--- config.mk ---
export PLATFORM = sky130hd
export DESIGN_NAME = load_store_unit
export DESIGN_NICKNAME = d
export VERILOG_FILES = /design/src/rtl/load_store_unit.sv
export SDC_FILE = /design/constraint.sdc
export NUM_CORES = 1
export LEC_CHECK = 0
export BUFFER_PORTS_ARGS = -buffer_cell sky130_fd_sc_hd__buf_4
export CORE_MARGIN = 8
export CORE_UTILIZATION = 30
export CTS_CLUSTER_DIAMETER = 150
export DETAILED_ROUTE_END_ITERATION = 7
export PLACE_DENSITY = 0.5
export SYNTH_ARGS = -nofsm -noshare
export SYNTH_HDL_FRONTEND = slang
export SYNTH_SLANG_ARGS = --single-unit
export TNS_END_PERCENT = 1
--- constraint.sdc ---
create_clock -name clk -period 5.5 [get_ports clk]
set_input_delay 1.1 -clock clk [delete_from_list [all_inputs] [get_ports clk]]
set_output_delay 1.1 -clock clk [all_outputs]
set_load 0.01 [all_outputs]
--- src/rtl/load_store_unit.sv ---
// RV32I load/store unit: byte-address loads/stores onto a word-wide data memory.
// Ports: req_* (valid/ready request), rsp_* (one-cycle response), mem_* (memory side).
module load_store_unit #(
  parameter int ADDR_WIDTH = 32,
  parameter int MEM_WORDS  = 2048
) (
  input  logic                  clk,
  input  logic                  rst,
  input  logic                  req_valid,
  output logic                  req_ready,
  input  logic                  req_we,
  input  logic [2:0]            req_funct3,
  input  logic [ADDR_WIDTH-1:0] req_addr,
  input  logic [ADDR_WIDTH-1:0] req_wdata,
  output logic                  rsp_valid,
  output logic [ADDR_WIDTH-1:0] rsp_rdata,
  output logic                  rsp_err,
  output logic                  mem_r_en,
  output logic                  mem_wr_en,
  output logic [ADDR_WIDTH-1:0] mem_addr,
  output logic [ADDR_WIDTH-1:0] mem_wdata,
  input  logic [ADDR_WIDTH-1:0] mem_rdata
);
  localparam int AW = ADDR_WIDTH;
  localparam logic [AW-1:0] MW = AW'(MEM_WORDS);

  typedef enum logic [2:0] {
    S_IDLE, S_LD_ACC, S_RMW_RD, S_RMW_WR, S_ST_WR, S_RESP
  } state_t;

  state_t state_q, state_d;
  logic          we_q, we_d;
  logic [2:0]    f3_q, f3_d;
  logic [AW-1:0] addr_q, addr_d;
  logic [AW-1:0] wdata_q, wdata_d;
  logic [AW-1:0] merge_q, merge_d;
  logic [AW-1:0] rdata_q, rdata_d;
  logic          err_q, err_d;

  logic          accept, f3_ok, misal, oor, bad;
  logic [4:0]    sh;
  logic [AW-1:0] lane, mask, wsh, merged;

  assign req_ready = (state_q == S_IDLE) & ~rst;
  assign accept    = req_valid & req_ready;

  assign f3_ok = req_we
    ? (req_funct3 inside {3'b000, 3'b001, 3'b010})
    : (req_funct3 inside {3'b000, 3'b001, 3'b010,
                          3'b100, 3'b101});
  assign misal = ((req_funct3[1:0] == 2'b01) & req_addr[0])
               | ((req_funct3[1:0] == 2'b10) & (|req_addr[1:0]));
  // No wrap: any word index beyond the memory is an error.
  assign oor   = {2'b00, req_addr[AW-1:2]} >= MW;
  assign bad   = ~f3_ok | misal | oor;

  // Little-endian lane shift; also positions store data/mask.
  assign sh     = {addr_q[1:0], 3'b000};
  assign lane   = mem_rdata >> sh;
  assign mask   = (f3_q[0] ? AW'(32'hFFFF) : AW'(32'hFF)) << sh;
  assign wsh    = wdata_q << sh;
  assign merged = (merge_q & ~mask) | (wsh & mask);

  assign mem_addr  = {2'b00, addr_q[AW-1:2]};
  assign rsp_rdata = rdata_q;
  assign rsp_err   = err_q;

  always_comb begin
    state_d   = state_q;
    we_d      = we_q;
    f3_d      = f3_q;
    addr_d    = addr_q;
    wdata_d   = wdata_q;
    merge_d   = merge_q;
    rdata_d   = rdata_q;
    err_d     = err_q;
    rsp_valid = 1'b0;
    mem_r_en  = 1'b0;
    mem_wr_en = 1'b0;
    mem_wdata = '0;
    unique case (state_q)
      S_IDLE: begin
        if (accept) begin
          we_d    = req_we;
          f3_d    = req_funct3;
          addr_d  = req_addr;
          wdata_d = req_wdata;
          err_d   = bad;
          rdata_d = '0;
          unique case (1'b1)
            bad:                 state_d = S_RESP;
            ~bad & ~req_we:      state_d = S_LD_ACC;
            ~bad & req_we &
              (req_funct3[1:0] == 2'b10):
                                 state_d = S_ST_WR;
            default:             state_d = S_RMW_RD;
          endcase
        end
      end
      S_LD_ACC: begin
        mem_r_en = 1'b1;
        unique case (f3_q)
          3'b000:  rdata_d = {{(AW-8){lane[7]}}, lane[7:0]};
          3'b001:  rdata_d = {{(AW-16){lane[15]}}, lane[15:0]};
          3'b100:  rdata_d = {{(AW-8){1'b0}}, lane[7:0]};
          3'b101:  rdata_d = {{(AW-16){1'b0}}, lane[15:0]};
          default: rdata_d = mem_rdata;
        endcase
        state_d = S_RESP;
      end
      S_RMW_RD: begin
        mem_r_en = 1'b1;
        merge_d  = mem_rdata;
        state_d  = S_RMW_WR;
      end
      S_RMW_WR: begin
        mem_wr_en = 1'b1;
        mem_wdata = merged;
        state_d   = S_RESP;
      end
      S_ST_WR: begin
        mem_wr_en = 1'b1;
        mem_wdata = wdata_q;
        state_d   = S_RESP;
      end
      S_RESP: begin
        rsp_valid = 1'b1;
        state_d   = S_IDLE;
      end
      default: state_d = S_IDLE;
    endcase
  end

  always_ff @(posedge clk or posedge rst) begin
    if (rst) begin
      state_q <= S_IDLE;
      we_q    <= 1'b0;
      f3_q    <= '0;
      addr_q  <= '0;
      wdata_q <= '0;
      merge_q <= '0;
      rdata_q <= '0;
      err_q   <= 1'b0;
    end else begin
      state_q <= state_d;
      we_q    <= we_d;
      f3_q    <= f3_d;
      addr_q  <= addr_d;
      wdata_q <= wdata_d;
      merge_q <= merge_d;
      rdata_q <= rdata_d;
      err_q   <= err_d;
    end
  end
endmodule

== After elaboration in Yosys (flattened, before gate mapping) ==
Cells that the tools add are included.
Word-level totals
  register bits after elaboration: 135
  memories: 0
  input bits: 103
  bits in latches: 0
  logic and storage cells: 68
  memory bits (read-only): 0
  bits in writable memories: 0
  output and inout bits: 101
Cells by class
  shifts and indexed selects: 3
  mux-type cells: 12
  $mul: 0
  order comparisons: 1
  bitwise gates (word level): 18
  divide/modulo/power cells: 0
  equality and inequality tests: 15
  reduce and logical (&&, ||, !) cells: 12
  $add $sub $neg: 0
Operators with widths (count)
  32-bit case mux with 2 select lines: 2
  32-bit case mux with 4 select lines: 1
  32-bit bitwise AND: 2
  32-bit two-way mux: 1
  32-bit NOT: 1
  32-bit OR: 1
  16-bit by 5-bit left shift with 32-bit output: 1
  32-bit by 5-bit left shift with 32-bit output: 1
  32-bit by 5-bit >> shifter with 16-bit output: 1
  30-bit by 12-bit greater-or-equal comparator with 1-bit output (second input constant): 1
  3-bit == test (second input constant): 6
  3-bit case mux with 3 select lines: 2
  16-bit two-way mux: 1
  3-bit by 1-bit == test with 1-bit output (second input constant): 3
  3-bit by 2-bit == test with 1-bit output (second input constant): 3
  3-bit zero test: 3
  1-bit bitwise AND: 7
  2-bit OR reduction: 3
  5-bit nonzero test: 1
  1-bit two-way mux: 4
  1-bit NOT: 4
  2-bit AND reduction: 2
  3-bit two-way mux: 1
  1-bit OR: 3
  other kinds (6): 6

== Longest topological paths before layout ==
  depth in word-level cells: 12
  depth in mapped cells: 7
  gate-level depth less buffers: 4

== Worst setup path after synthesis ==
OpenSTA, ideal clock, no wires.
  kind: register -> output
  from: reg f3_q[0]
  to: out mem_wdata[10]
  slack: 2.809 ns
  data arrival time: 1.591 ns
  cell stages (with the launch flop): 6
  cells stage by stage: dfrtp_1 > clkbuf_1 > o21bai_1 > clkbuf_1 > a21oi_1 > o21ai_0
Between the ends
  cells in the longest elaborated chain, start to end: 6
  elaborated cells between the ends (all ways): 7
  classes of those cells: shift (1); mux (2); bitwise (4)
Ends and longest elaborated chain
  from (decl): line 33  | logic [2:0] f3_q, f3_d;
  from (signal assigned): line 138  | f3_q <= '0;
  from (signal assigned): line 147  | f3_q <= f3_d;
  16-bit two-way mux *: line 60  | assign mask = (f3_q[0] ? AW'(32'hFFFF) : AW'(32'hFF)) << sh;
  16-bit by 5-bit left shift with 32-bit output *: line 60
  32-bit NOT: line 62  | assign merged = (merge_q & ~mask) | (wsh & mask);
  32-bit bitwise AND: line 62
  32-bit OR *: line 62
  32-bit case mux with 2 select lines *: line 81  | unique case (state_q)
  to (decl): line 21  | output logic [ADDR_WIDTH-1:0] mem_wdata,
Every way passes the cells marked *; elsewhere a longest branch is shown, timed or not.

== Worst setup path in the final report ==
  from: reg f3_q[0]
  to: out mem_wdata[15]
Same word-level chain as after synthesis.

==> out/metrics.csv <==
stage,metric,value,unit
synth,synth_edf_count,0,
pwr,max-vdd-ir-drop,0.225,mV
place,place_hpwl,17300,um
setup_path,worst_r2r_path_depth,4,
global_route,grt_start_max_net_pins,106,
finish,final_net_count,878,
sta,max_fclk,271,MHz
pwr,swShare,0.395,
setup_path,worstSetupEndpointType,output pin,
synth,synth_area_leader,sky130_fd_sc_hd__dfrtp_1,
setup_path,timing.critical_path.from_type,register,
global_route,first_pass_grt_wire_length,33400,um
synth,synthDistinctLibCells,38,
synth,postSynthCellCount,617,
floorplan,dieArea,27200,um^2
setup_path,r2r_path_end,rsp_rdata[30],
pwr,total_leakage_power,4.12,nW
floorplan,start_util,0.305,
clocking,root_buffer,sky130_fd_sc_hd__clkbuf_16,
synth,post-synth-top-area-fraction,0.507,
clocking,cts_made_buffers,17,
setup_path,path_buf_inv,1,
setup_path,endpoint,mem_wdata[15],
place,place.detailed.instances,1036,
setup_path,setup.reg_to_reg.worst_slack,2.97,ns
run,drv_cap,0,
floorplan,chipHeight,165,um
synth,synthesis.area_per_instance,10.8,um^2
pwr,combinationalPowerShare,0.409,
pwr,p_int,2.88,mW
setup_path,path_delay_family,compound AO/OA/AOI/OAI gates,
sta,max_slew_margin,0.283,
drt,detail_route.iter0.violations,277,
drt,detail_route.wl_per_cell,20.8,um
sta,period_share,0.670,
finish,finish.utilization,0.401,
setup_path,cp.required,4.40,ns
global_route,globalRouteTotalUtil,0.162,
floorplan,die_width,165,um
finish,antenna_cells_inserted,0,
drt,detail-route-antenna-nets,0,
global_route,grt_pass1_vias,5720,
synth,yosys_warnings,0,
setup_path,worstReg2RegStart,addr_q[1],
floorplan,fp-row-count,54,
synth,netlist_top_cells_count,"sky130_fd_sc_hd__dfrtp_1 (135), sky130_fd_sc_hd__mux2_2 (99), sky130_fd_sc_hd__o21ai_0 (65), sky130_fd_sc_hd__nand2_1 (62), sky130_fd_sc_hd__a21oi_1 (47)",
floorplan,core_region,21800,um^2
drt,firstDrtPassIters,4,
setup_path,cpPeakStageDelay,0.89,ns
synth,async_flop_share,1.00,
pwr,power_frac_clock,0.235,
setup_path,crit_path_max_fanout,16,
clocking,worst_skew_pair.late_latency,0.43,ns
synth,netlist_top_cells_area,"sky130_fd_sc_hd__dfrtp_1 (51%), sky130_fd_sc_hd__mux2_2 (17%), sky130_fd_sc_hd__o21ai_0 (4.9%)",
finish,growth_of_design_area_from_synthesis_to_finish,31.4,%
sta,fin_setup_tns,0,ns
synth,netlist_area_pre_place,6660,um^2
place,final_estimated_routing_congestion_in_global_placement,0.901,
sta,clock_skew,0.0166,ns
setup_path,crit_cells,4,
setup_path,worstPathArrival,2.59,ns
setup_path,cp_max_stage_cell,sky130_fd_sc_hd__o21bai_1,
floorplan,num_io_pins,204,
outcome,status,"finished, final reports clean",
clocking,tritoncts_clock_tree,done,
sta,worst_hold_slack,0.482,ns
clocking,ctsResizeCount,0,
setup_path,timing.setup.critical_path_class,reg2out,
drt,finalWirelength,22200,um
finish,finalNonFillerCells,1068,
drt,vias,5300,
clocking,clkSlewWorstSetupHoldPaths,0.07,ns
pwr,switchingPower,1.88,mW
setup_path,worstPathCellList,o21bai_1 -> a21oi_1 -> o21ai_0 -> buf_4,
finish,drive_above_1_share,0.458,
synth,synth.ff_latch_count,135,
sta,worst_tran_pin_value,1.07,ns
synth,synth_flop_cell,sky130_fd_sc_hd__dfrtp_1,
setup_path,crit_start,f3_q[0],
clocking,cts-htree-levels,4,
sta,report.final.hold_viol_count,0,
sta,setup-violations-final,0,
sta,final_period_minus_worst_setup_slack,3.69,ns
pwr,seq_power_share,0.357,
global_route,antenna_found_initial,0,
pwr,pwr_density_cell,545,nW/um^2
place,buffer_ports.inserted,201,
synth,ys_seq_area_frac,0.507,
min_path,hp-class,reg2reg,
clocking,cts-root-to-sink-buffers,2,
drt,drc_errors,0,
sta,slew_violations,0,
clocking,tritoncts_num_sinks,135,
sta,rsz0062_at_grt,no,
clocking,postCtsSetupRepairBufs,0,
clocking,postCtsHoldBufs,0,
drt,routed_via_density,4.96,
synth,synth_most_common_cell,sky130_fd_sc_hd__dfrtp_1,
global_route,grt_overflow_total,0,
[metal layers]
metal  track usage  vias up  wire, um
met3        0.0456       18      1730
met2         0.267      188     10900
met4        0.0577        0       251
met1         0.200     2611      9330
met5             0        -         0
li1              -     2483         -
[state kept, by name (all words and copies together) (netlist names)]
register	cells
f3_q	3
wdata_q	32
rsp_rdata	32
addr_q	32
rsp_err	1
state_q	3
merge_q	32
[power groups by stage]
stage,registers [mW],clock network [mW],logic [mW]
3_5_place_dp,1.72,0,1.98
6_report,1.70,1.12,1.95
5_1_grt,1.76,1.19,2.14
3_3_place_gp,1.70,0,1.95
4_1_cts,1.71,1.15,1.98
2_1_floorplan,1.58,0,1.34
[layout make-up]
cell class | count | area (um^2)
multi-input cells | 410 | 2870
well taps | 280 | 350
inverters | 5 | 23.8
repair buffers | 206 | 1550
clock buffers | 17 | 425
clock inverters | 15 | 156
flip-flops and latches | 135 | 3380
fillers | 2165 | 13100
[cell families (layout without fill, tap and decap cells)]
family / Yosys count / after routing / synth area share
simple gates: 135 / 135 / 0.0887
other cells: 1 / 2 / 0.000563
flops: 135 / 135 / 0.507
mux: 118 / 118 / 0.198
buf+inv: 73 / 243 / 0.0650
compound gates: 155 / 155 / 0.141
[worst reg2reg max path, delay by kind of cell, from the launching register on]
family             cells  cell delay (ns)
DFF                    1             0.77
muxes                  1             0.62
AOI/OAI and AO/OA      3             1.00
[per-stage QoR]
stage	total power [mW]	cell area [um^2]	setup WS (ns)
after detailed placement	3.70	8170	2.29
after floorplan	2.92	6670	0.789
after CTS	4.84	8750	1.83
after global placement	3.65	8170	2.32
final	4.77	8750	1.81
after global routing	5.09	8750	1.58
[cell usage in the layout (no fill, tap or decap), drive strengths merged, types with 16 or more instances in the layout]
cell type,synthesis,layout
buf,50,206
dfrtp,135,135
mux2,99,99
o21ai,78,78
nand2,62,62
a21oi,47,47
nor2,34,34
mux2i,18,18
clkbuf,18,17
inv,5,16
[how the worst min path moves through the flow]
stage	start	endpoint	slack [ns]	cells after the start
6_report	rsp_rdata[17]	rsp_rdata[17]	0.48	2
5_1_grt	rsp_rdata[16]	rsp_rdata[16]	0.51	2
4_1_cts	rsp_rdata[17]	rsp_rdata[17]	0.48	2
3_5_place_dp	rsp_rdata[17]	rsp_rdata[17]	0.47	2
3_3_place_gp	rsp_rdata[24]	rsp_rdata[24]	0.46	2
2_1_floorplan	wdata_q[21]	wdata_q[21]	0.48	1
Note: power is estimated with default switching activity, not from simulation.
